### config.mk
export PLATFORM = sky130hd
export DESIGN_NAME = z80_mem_bridge
export DESIGN_NICKNAME = d
export VERILOG_FILES = /design/src/rtl/z80_mem_bridge.sv
export SDC_FILE = /design/constraint.sdc
export NUM_CORES = 1
export LEC_CHECK = 0
export CAP_MARGIN = 20
export CORE_ASPECT_RATIO = 0.6
export CORE_MARGIN = 3
export CORE_UTILIZATION = 38
export DETAILED_ROUTE_END_ITERATION = 7
export PLACE_DENSITY = 0.73
export SYNTH_ARGS = -nofsm -noshare
export SYNTH_HDL_FRONTEND = slang
export SYNTH_SLANG_ARGS = --single-unit
export TNS_END_PERCENT = 20
### constraint.sdc
create_clock -name clk -period 4.3 [get_ports clk]
set_input_delay 0.86 -clock clk [delete_from_list [all_inputs] [get_ports clk]]
set_output_delay 0.86 -clock clk [all_outputs]
set_load 0.02 [all_outputs]
### src/rtl/z80_mem_bridge.sv
// z80_mem_bridge: tv80n CPU bus to block-RAM ROM/RAM bridge.
// Issues one registered enable pulse per access and stalls reads with wait states
// to cover block-RAM latency.
// Optional IM2 vblank interrupt source: define Z80_MEM_BRIDGE_IM2_EN.
module z80_mem_bridge #(
    parameter int unsigned WAIT_CYCLES = 1,
    parameter int unsigned ROM_AW      = 14,
    parameter int unsigned RAM_AW      = 12
) (
    input  logic              clk,
    input  logic              reset_n,
    input  logic [15:0]       cpu_A,
    input  logic [7:0]        cpu_dout,
    input  logic              cpu_mreq_n,
    input  logic              cpu_iorq_n,
    input  logic              cpu_rd_n,
    input  logic              cpu_wr_n,
    input  logic              cpu_m1_n,
    output logic [7:0]        cpu_di,
    output logic              cpu_wait_n,
    output logic              cpu_int_n,
    input  logic              vblank,
    output logic [ROM_AW-1:0] rom_addra,
    output logic              rom_ena,
    input  logic [7:0]        rom_douta,
    output logic [RAM_AW-1:0] ram_addra,
    output logic [7:0]        ram_dina,
    output logic              ram_ena,
    output logic              ram_wea,
    output logic [RAM_AW-1:0] ram_addrb,
    output logic              ram_enb,
    input  logic [7:0]        ram_doutb
);

    typedef enum logic [1:0] {StIdle, StAccess, StWait, StHold} state_e;

    state_e            state_q, state_d;
    logic [2:0]        cnt_q, cnt_d;
    logic              tgt_ram_q, tgt_ram_d;
    logic              hold_io_q, hold_io_d;   // HOLD waits on iorq rather than mem strobes
    logic [7:0]        cpu_di_q, cpu_di_d;
    logic              wait_n_q, wait_n_d;
    logic [ROM_AW-1:0] rom_addra_q, rom_addra_d;
    logic              rom_ena_q, rom_ena_d;
    logic [RAM_AW-1:0] ram_addra_q, ram_addra_d;
    logic [7:0]        ram_dina_q, ram_dina_d;
    logic              ram_ena_q, ram_ena_d;
    logic              ram_wea_q, ram_wea_d;
    logic [RAM_AW-1:0] ram_addrb_q, ram_addrb_d;
    logic              ram_enb_q, ram_enb_d;

    logic mem_rd, mem_wr, int_ack;
    assign mem_rd  = !cpu_mreq_n && !cpu_rd_n;
    assign mem_wr  = !cpu_mreq_n && !cpu_wr_n;
    assign int_ack = !cpu_m1_n && !cpu_iorq_n;

    // Only some address bits feed the decode and memory ports.
    logic unused_bits;

`ifdef Z80_MEM_BRIDGE_IM2_EN
    logic [7:0] vec_q, vec_d;
    logic       irq_en_q, irq_en_d;
    logic       pending_q, pending_d;
    logic       vblank_q;
    logic       ack_clr;
    logic       io_wr;
    assign io_wr       = !cpu_iorq_n && !cpu_wr_n && cpu_m1_n;
    assign cpu_int_n   = !(pending_q && irq_en_q);
    assign unused_bits = ^cpu_A;
    // A vblank edge in the acknowledge cycle wins over the clear.
    assign pending_d   = (vblank && !vblank_q) || (pending_q && !ack_clr);
`else
    assign cpu_int_n   = 1'b1;
    assign unused_bits = ^{cpu_A, vblank};
`endif

    // Bus decode and access sequencing.
    always_comb begin
        state_d     = state_q;
        cnt_d       = cnt_q;
        tgt_ram_d   = tgt_ram_q;
        hold_io_d   = hold_io_q;
        cpu_di_d    = cpu_di_q;
        wait_n_d    = wait_n_q;
        rom_addra_d = rom_addra_q;
        rom_ena_d   = 1'b0;
        ram_addra_d = ram_addra_q;
        ram_dina_d  = ram_dina_q;
        ram_ena_d   = 1'b0;
        ram_wea_d   = 1'b0;
        ram_addrb_d = ram_addrb_q;
        ram_enb_d   = 1'b0;
`ifdef Z80_MEM_BRIDGE_IM2_EN
        vec_d       = vec_q;
        irq_en_d    = irq_en_q;
        ack_clr     = 1'b0;
`endif
        unique case (state_q)
            StIdle: begin
                if (int_ack) begin
`ifdef Z80_MEM_BRIDGE_IM2_EN
                    cpu_di_d = vec_q;
                    ack_clr  = 1'b1;
`else
                    cpu_di_d = 8'hFF;
`endif
                    hold_io_d = 1'b1;
                    state_d   = StHold;
`ifdef Z80_MEM_BRIDGE_IM2_EN
                end else if (io_wr) begin
                    if (cpu_A[7:0] == 8'h00) begin
                        vec_d = cpu_dout;
                    end else if (cpu_A[7:0] == 8'h01) begin
                        irq_en_d = cpu_dout[0];
                    end
                    hold_io_d = 1'b1;
                    state_d   = StHold;
`endif
                end else if (mem_rd) begin
                    // Read wins over a simultaneous write strobe.
                    tgt_ram_d = cpu_A[15];
                    if (cpu_A[15]) begin
                        ram_addrb_d = cpu_A[RAM_AW-1:0];
                        ram_enb_d   = 1'b1;
                    end else begin
                        rom_addra_d = cpu_A[ROM_AW-1:0];
                        rom_ena_d   = 1'b1;
                    end
                    wait_n_d  = 1'b0;
                    hold_io_d = 1'b0;
                    state_d   = StAccess;
                end else if (mem_wr) begin
                    // ROM writes are dropped without a pulse.
                    if (cpu_A[15]) begin
                        ram_addra_d = cpu_A[RAM_AW-1:0];
                        ram_dina_d  = cpu_dout;
                        ram_ena_d   = 1'b1;
                        ram_wea_d   = 1'b1;
                    end
                    hold_io_d = 1'b0;
                    state_d   = StHold;
                end
            end
            StAccess: begin
                if (!mem_rd) begin
                    wait_n_d = 1'b1;
                    state_d  = StIdle;
                end else begin
                    cnt_d   = 3'(WAIT_CYCLES);
                    state_d = StWait;
                end
            end
            StWait: begin
                if (!mem_rd) begin
                    wait_n_d = 1'b1;
                    state_d  = StIdle;
                end else if (cnt_q == 3'd1) begin
                    cpu_di_d = tgt_ram_q ? ram_doutb : rom_douta;
                    wait_n_d = 1'b1;
                    state_d  = StHold;
                end else begin
                    cnt_d = cnt_q - 3'd1;
                end
            end
            StHold: begin
                if (hold_io_q ? cpu_iorq_n : !(mem_rd || mem_wr)) begin
                    state_d = StIdle;
                end
            end
            default: state_d = StIdle;
        endcase
    end

    // State and registered outputs with synchronous reset.
    always_ff @(posedge clk) begin
        if (!reset_n) begin
            state_q     <= StIdle;
            cnt_q       <= '0;
            tgt_ram_q   <= 1'b0;
            hold_io_q   <= 1'b0;
            cpu_di_q    <= 8'hFF;
            wait_n_q    <= 1'b1;
            rom_addra_q <= '0;
            rom_ena_q   <= 1'b0;
            ram_addra_q <= '0;
            ram_dina_q  <= '0;
            ram_ena_q   <= 1'b0;
            ram_wea_q   <= 1'b0;
            ram_addrb_q <= '0;
            ram_enb_q   <= 1'b0;
        end else begin
            state_q     <= state_d;
            cnt_q       <= cnt_d;
            tgt_ram_q   <= tgt_ram_d;
            hold_io_q   <= hold_io_d;
            cpu_di_q    <= cpu_di_d;
            wait_n_q    <= wait_n_d;
            rom_addra_q <= rom_addra_d;
            rom_ena_q   <= rom_ena_d;
            ram_addra_q <= ram_addra_d;
            ram_dina_q  <= ram_dina_d;
            ram_ena_q   <= ram_ena_d;
            ram_wea_q   <= ram_wea_d;
            ram_addrb_q <= ram_addrb_d;
            ram_enb_q   <= ram_enb_d;
        end
    end

`ifdef Z80_MEM_BRIDGE_IM2_EN
    // Interrupt vector, enable and pending flag.
    always_ff @(posedge clk) begin
        if (!reset_n) begin
            vec_q     <= 8'h00;
            irq_en_q  <= 1'b0;
            pending_q <= 1'b0;
            vblank_q  <= 1'b0;
        end else begin
            vec_q     <= vec_d;
            irq_en_q  <= irq_en_d;
            pending_q <= pending_d;
            vblank_q  <= vblank;
        end
    end
`endif

    assign cpu_di     = cpu_di_q;
    assign cpu_wait_n = wait_n_q;
    assign rom_addra  = rom_addra_q;
    assign rom_ena    = rom_ena_q;
    assign ram_addra  = ram_addra_q;
    assign ram_dina   = ram_dina_q;
    assign ram_ena    = ram_ena_q;
    assign ram_wea    = ram_wea_q;
    assign ram_addrb  = ram_addrb_q;
    assign ram_enb    = ram_enb_q;

endmodule

==> reports/qor.json <==
{
  "critical_path": {
    "critPathSlowestCell": "sky130_fd_sc_hd__nand4_1",
    "worst-endpoint-required_ns": 4.48,
    "critical_path_class": "primary input to register",
    "critical_path_buf_inv_count": 1,
    "timing.critical_path.arrival_ns": 2.87,
    "crit_path_start_kind": "primary input",
    "path_delay_family": "simple AND/OR/NAND/NOR gates",
    "critical-path-max-stage-delay_ns": 0.80,
    "path_max_fanout": 21,
    "timing.critical_path.cells": "clkdlybuf4s50_1 -> o21a_4 -> nand4_1 -> nand2_1 -> a21oi_1",
    "critical_path_sink_type": "register"
  },
  "synth": {
    "synth.ff_latch_count": 65,
    "synthArstFlopShare": 0,
    "synthesis.yosys.warnings": 0,
    "netlist_top_cells_area": "sky130_fd_sc_hd__dfxtp_1 (48%), sky130_fd_sc_hd__mux2i_1 (8.2%), sky130_fd_sc_hd__nand2_1 (7.4%), sky130_fd_sc_hd__a22o_1 (4.6%), sky130_fd_sc_hd__a21oi_1 (4.1%)",
    "synthesized_instance_count": 290,
    "synthesis.area_um2": 2690,
    "yosysTopAreaCell": "sky130_fd_sc_hd__dfxtp_1",
    "synth.lib_cells_used.distinct": 42,
    "postSynthNetCount": 344,
    "synth_seq_area_share": 0.483,
    "synthFlopType": "sky130_fd_sc_hd__dfxtp_1",
    "synth_largest_type_area_fraction": 0.483,
    "avgSynthCellArea_um2": 9.29,
    "count_of_flip_flops_with_a_built_in_enable_after_synthesis": 0
  },
  "power": {
    "p_leak_nw": 1.56,
    "vdd.ir_drop.worst_v": 0.000269,
    "seq_power_share": 0.333,
    "power.share.clock": 0.354,
    "internal_power_w": 0.00151,
    "share_comb_of_total_power": 0.313,
    "net_switching_w": 0.000667,
    "power.density_nw_per_um2": 540,
    "switching_share": 0.306
  },
  "floorplan": {
    "design.core.area_um2": 6760,
    "die_h_um": 71.2,
    "fp.dieArea_um2": 8170,
    "initial_utilization": 0.398,
    "fp_rows": 23,
    "io_pins": 108,
    "die_outline_width_um": 115
  },
  "final_layout": {
    "most_common_cell_after_layout_fill_and_taps_aside": "sky130_fd_sc_hd__clkdlybuf4s50_1",
    "final_nets": 439,
    "stdcell_area_um2": 4030,
    "drive_above_1_share": 0.0619,
    "layout-area-overhead-vs-synth_pct": 49.7,
    "layout.cells.most_common_list": "sky130_fd_sc_hd__clkdlybuf4s50_1 (104), sky130_fd_sc_hd__dfxtp_1 (65), sky130_fd_sc_hd__nand2_1 (53), sky130_fd_sc_hd__mux2i_1 (22), sky130_fd_sc_hd__a21oi_1 (22)",
    "n_antenna_cell": 0
  },
  "sta": {
    "setup-tns-final_ns": 0,
    "fmaxAchievable_mhz": 372,
    "max_slew.worst_pin.slew_ns": 0.988,
    "timing.final.hold_violations": 0,
    "layout_min_cycle_time_ns": 2.69,
    "slew_viol_final": 0,
    "worst_slew_margin_rel": 0.339,
    "timing.final.ws_setup_ns": 1.61,
    "grt_setup_unrepaired": "false",
    "finalCritPeriodShare": 0.625,
    "setup_viol": 0,
    "finClkSkew_ns": 0.00410
  },
  "drt": {
    "post_drt_via_cell_ratio": 5.04,
    "detail_route.wl_per_cell_um": 15.1,
    "ant_nets": 0,
    "vias": 2394,
    "postRouteWirelength_um": 7150,
    "first_iter_violations": 82,
    "drc_errors": 0,
    "number_of_iterations_in_the_first_detailed_routing_pass": 4
  },
  "cts": {
    "cts_hold_buf": 0,
    "tritoncts": "done",
    "cts-buffers-inserted": 9,
    "cts_sinks": 65,
    "root_buffer": "sky130_fd_sc_hd__clkbuf_16",
    "htree_levels": 3,
    "cts_setup_buffers": 0,
    "clock_insertion_delay_worst_skew_ns": 0.31,
    "clk_pin_slew_ns": 0.05,
    "cts_buffer_depth": 2,
    "cts.repair.resized": 0
  },
  "grt": {
    "grt_start_max_net_pins": 38,
    "number_of_global_route_vias_before_repair": 2336,
    "grt_antenna_before_repair": 0,
    "globalRouteOverflowTotal": 0,
    "track_usage": 0.178,
    "wire_length_of_the_first_global_routing_pass_um": 11600
  },
  "placed_design": {
    "place.gp.congestion": 0.810,
    "port-buffer-count": 104,
    "detail_placement_hpwl_um": 5000,
    "dpl_worst_slack_ns": 1.28,
    "placement.cell_area_um2": 3720
  },
  "run": {
    "drv_cap": 0
  },
  "status": {
    "outcome": "finished clean"
  },
  "worst_hold_path": {
    "holdCritPathClass": "register to register"
  }
}
## sequential cells by signal, indices dropped and copies added (netlist names)
register,count
cnt_q,3
ram_enb,1
tgt_ram_q,1
rom_addra,14
cpu_wait_n,1
ram_addra,12
rom_ena,1
hold_io_q,1
ram_wea,1
state_q,2
ram_addrb,12
ram_dina,8
cpu_di,8
## synthesized netlist by cell type, types with 2 or more instances
master	number
sky130_fd_sc_hd__o21ai_0	9
sky130_fd_sc_hd__clkbuf_1	4
sky130_fd_sc_hd__buf_4	7
sky130_fd_sc_hd__dfxtp_1	65
sky130_fd_sc_hd__ha_1	6
sky130_fd_sc_hd__o21ai_1	2
sky130_fd_sc_hd__buf_2	5
sky130_fd_sc_hd__a21oi_1	22
sky130_fd_sc_hd__nor2_1	21
sky130_fd_sc_hd__inv_1	5
sky130_fd_sc_hd__a211oi_1	2
sky130_fd_sc_hd__nand4_1	2
sky130_fd_sc_hd__mux2i_1	22
sky130_fd_sc_hd__a22o_1	14
sky130_fd_sc_hd__buf_6	3
sky130_fd_sc_hd__o211ai_1	2
sky130_fd_sc_hd__nor2b_1	4
sky130_fd_sc_hd__o21a_4	2
sky130_fd_sc_hd__nand3_1	18
sky130_fd_sc_hd__nand2_1	53
## final cells by class
cell class / instances / area [um2]
flip-flops and latches: 65 / 1300
inverters: 5 / 18.8
repair buffers: 105 / 1050
well taps: 87 / 109
clock buffers: 11 / 253
multi-input cells: 199 / 1240
fillers: 584 / 2730
clock inverters: 3 / 65.1
## worst min-delay path, stage by stage (launching register included)
cell	delay (ns)
sky130_fd_sc_hd__dfxtp_1	0.30
sky130_fd_sc_hd__nand2_1	0.05
sky130_fd_sc_hd__a21oi_1	0.05
## power groups by stage
stage	combinational (W)	sequential (W)	clock (W)
floorplan	0.000394	0.000797	0
global placement	0.000662	0.000735	0
detailed placement	0.000679	0.000737	0
CTS	0.000683	0.000726	0.000784
global route	0.000750	0.000735	0.000816
finish	0.000681	0.000725	0.000771
## metal layers
layer | vias up | share of wire | global-route usage
met5 | - | 0 | 0
met4 | 0 | 0.0035 | 0.0313
met3 | 4 | 0.10 | 0.0920
met2 | 77 | 0.40 | 0.251
met1 | 1123 | 0.49 | 0.247
li1 | 1190 | - | -
## per-stage QoR
stage / cells / utilization / total power (W) / hold WS [ns]
floorplan: 290 / - / 0.00119 / 0.466
global placement: 461 / 0.549 / 0.00140 / 0.441
detailed placement: 461 / 0.549 / 0.00142 / 0.448
CTS: 475 / 0.596 / 0.00219 / 0.456
global route: 475 / 0.596 / 0.00230 / 0.470
finish: 475 / 0.596 / 0.00218 / 0.450
## path summary, 6_finish.rpt
path               start     endpoint  slack, ns  depth (start not counted)
max           cpu_iorq_n  ram_dina[7]       1.61                          5
min          ram_dina[1]  ram_dina[1]       0.45                          2
max reg2reg   state_q[0]  ram_dina[7]       1.90                          6
min reg2reg  ram_dina[1]  ram_dina[1]       0.45                          2
## logic make-up (layout without fill, tap and decap cells)
| family | Yosys count | after routing | share of synthesized area |
|---|---|---|---|
| multiplexers | 22 | 22 | 0.0817 |
| buffers and inverters | 26 | 124 | 0.0571 |
| other | 1 | 1 | 0.00139 |
| XOR/XNOR | 1 | 1 | 0.00325 |
| AO/OA/AOI/OAI | 60 | 60 | 0.155 |
| adder cells (fa/ha/maj) | 6 | 6 | 0.0279 |
| flip-flops | 65 | 65 | 0.483 |
| AND/OR/NAND/NOR | 109 | 109 | 0.191 |
(Power assumes the default switching activity.)
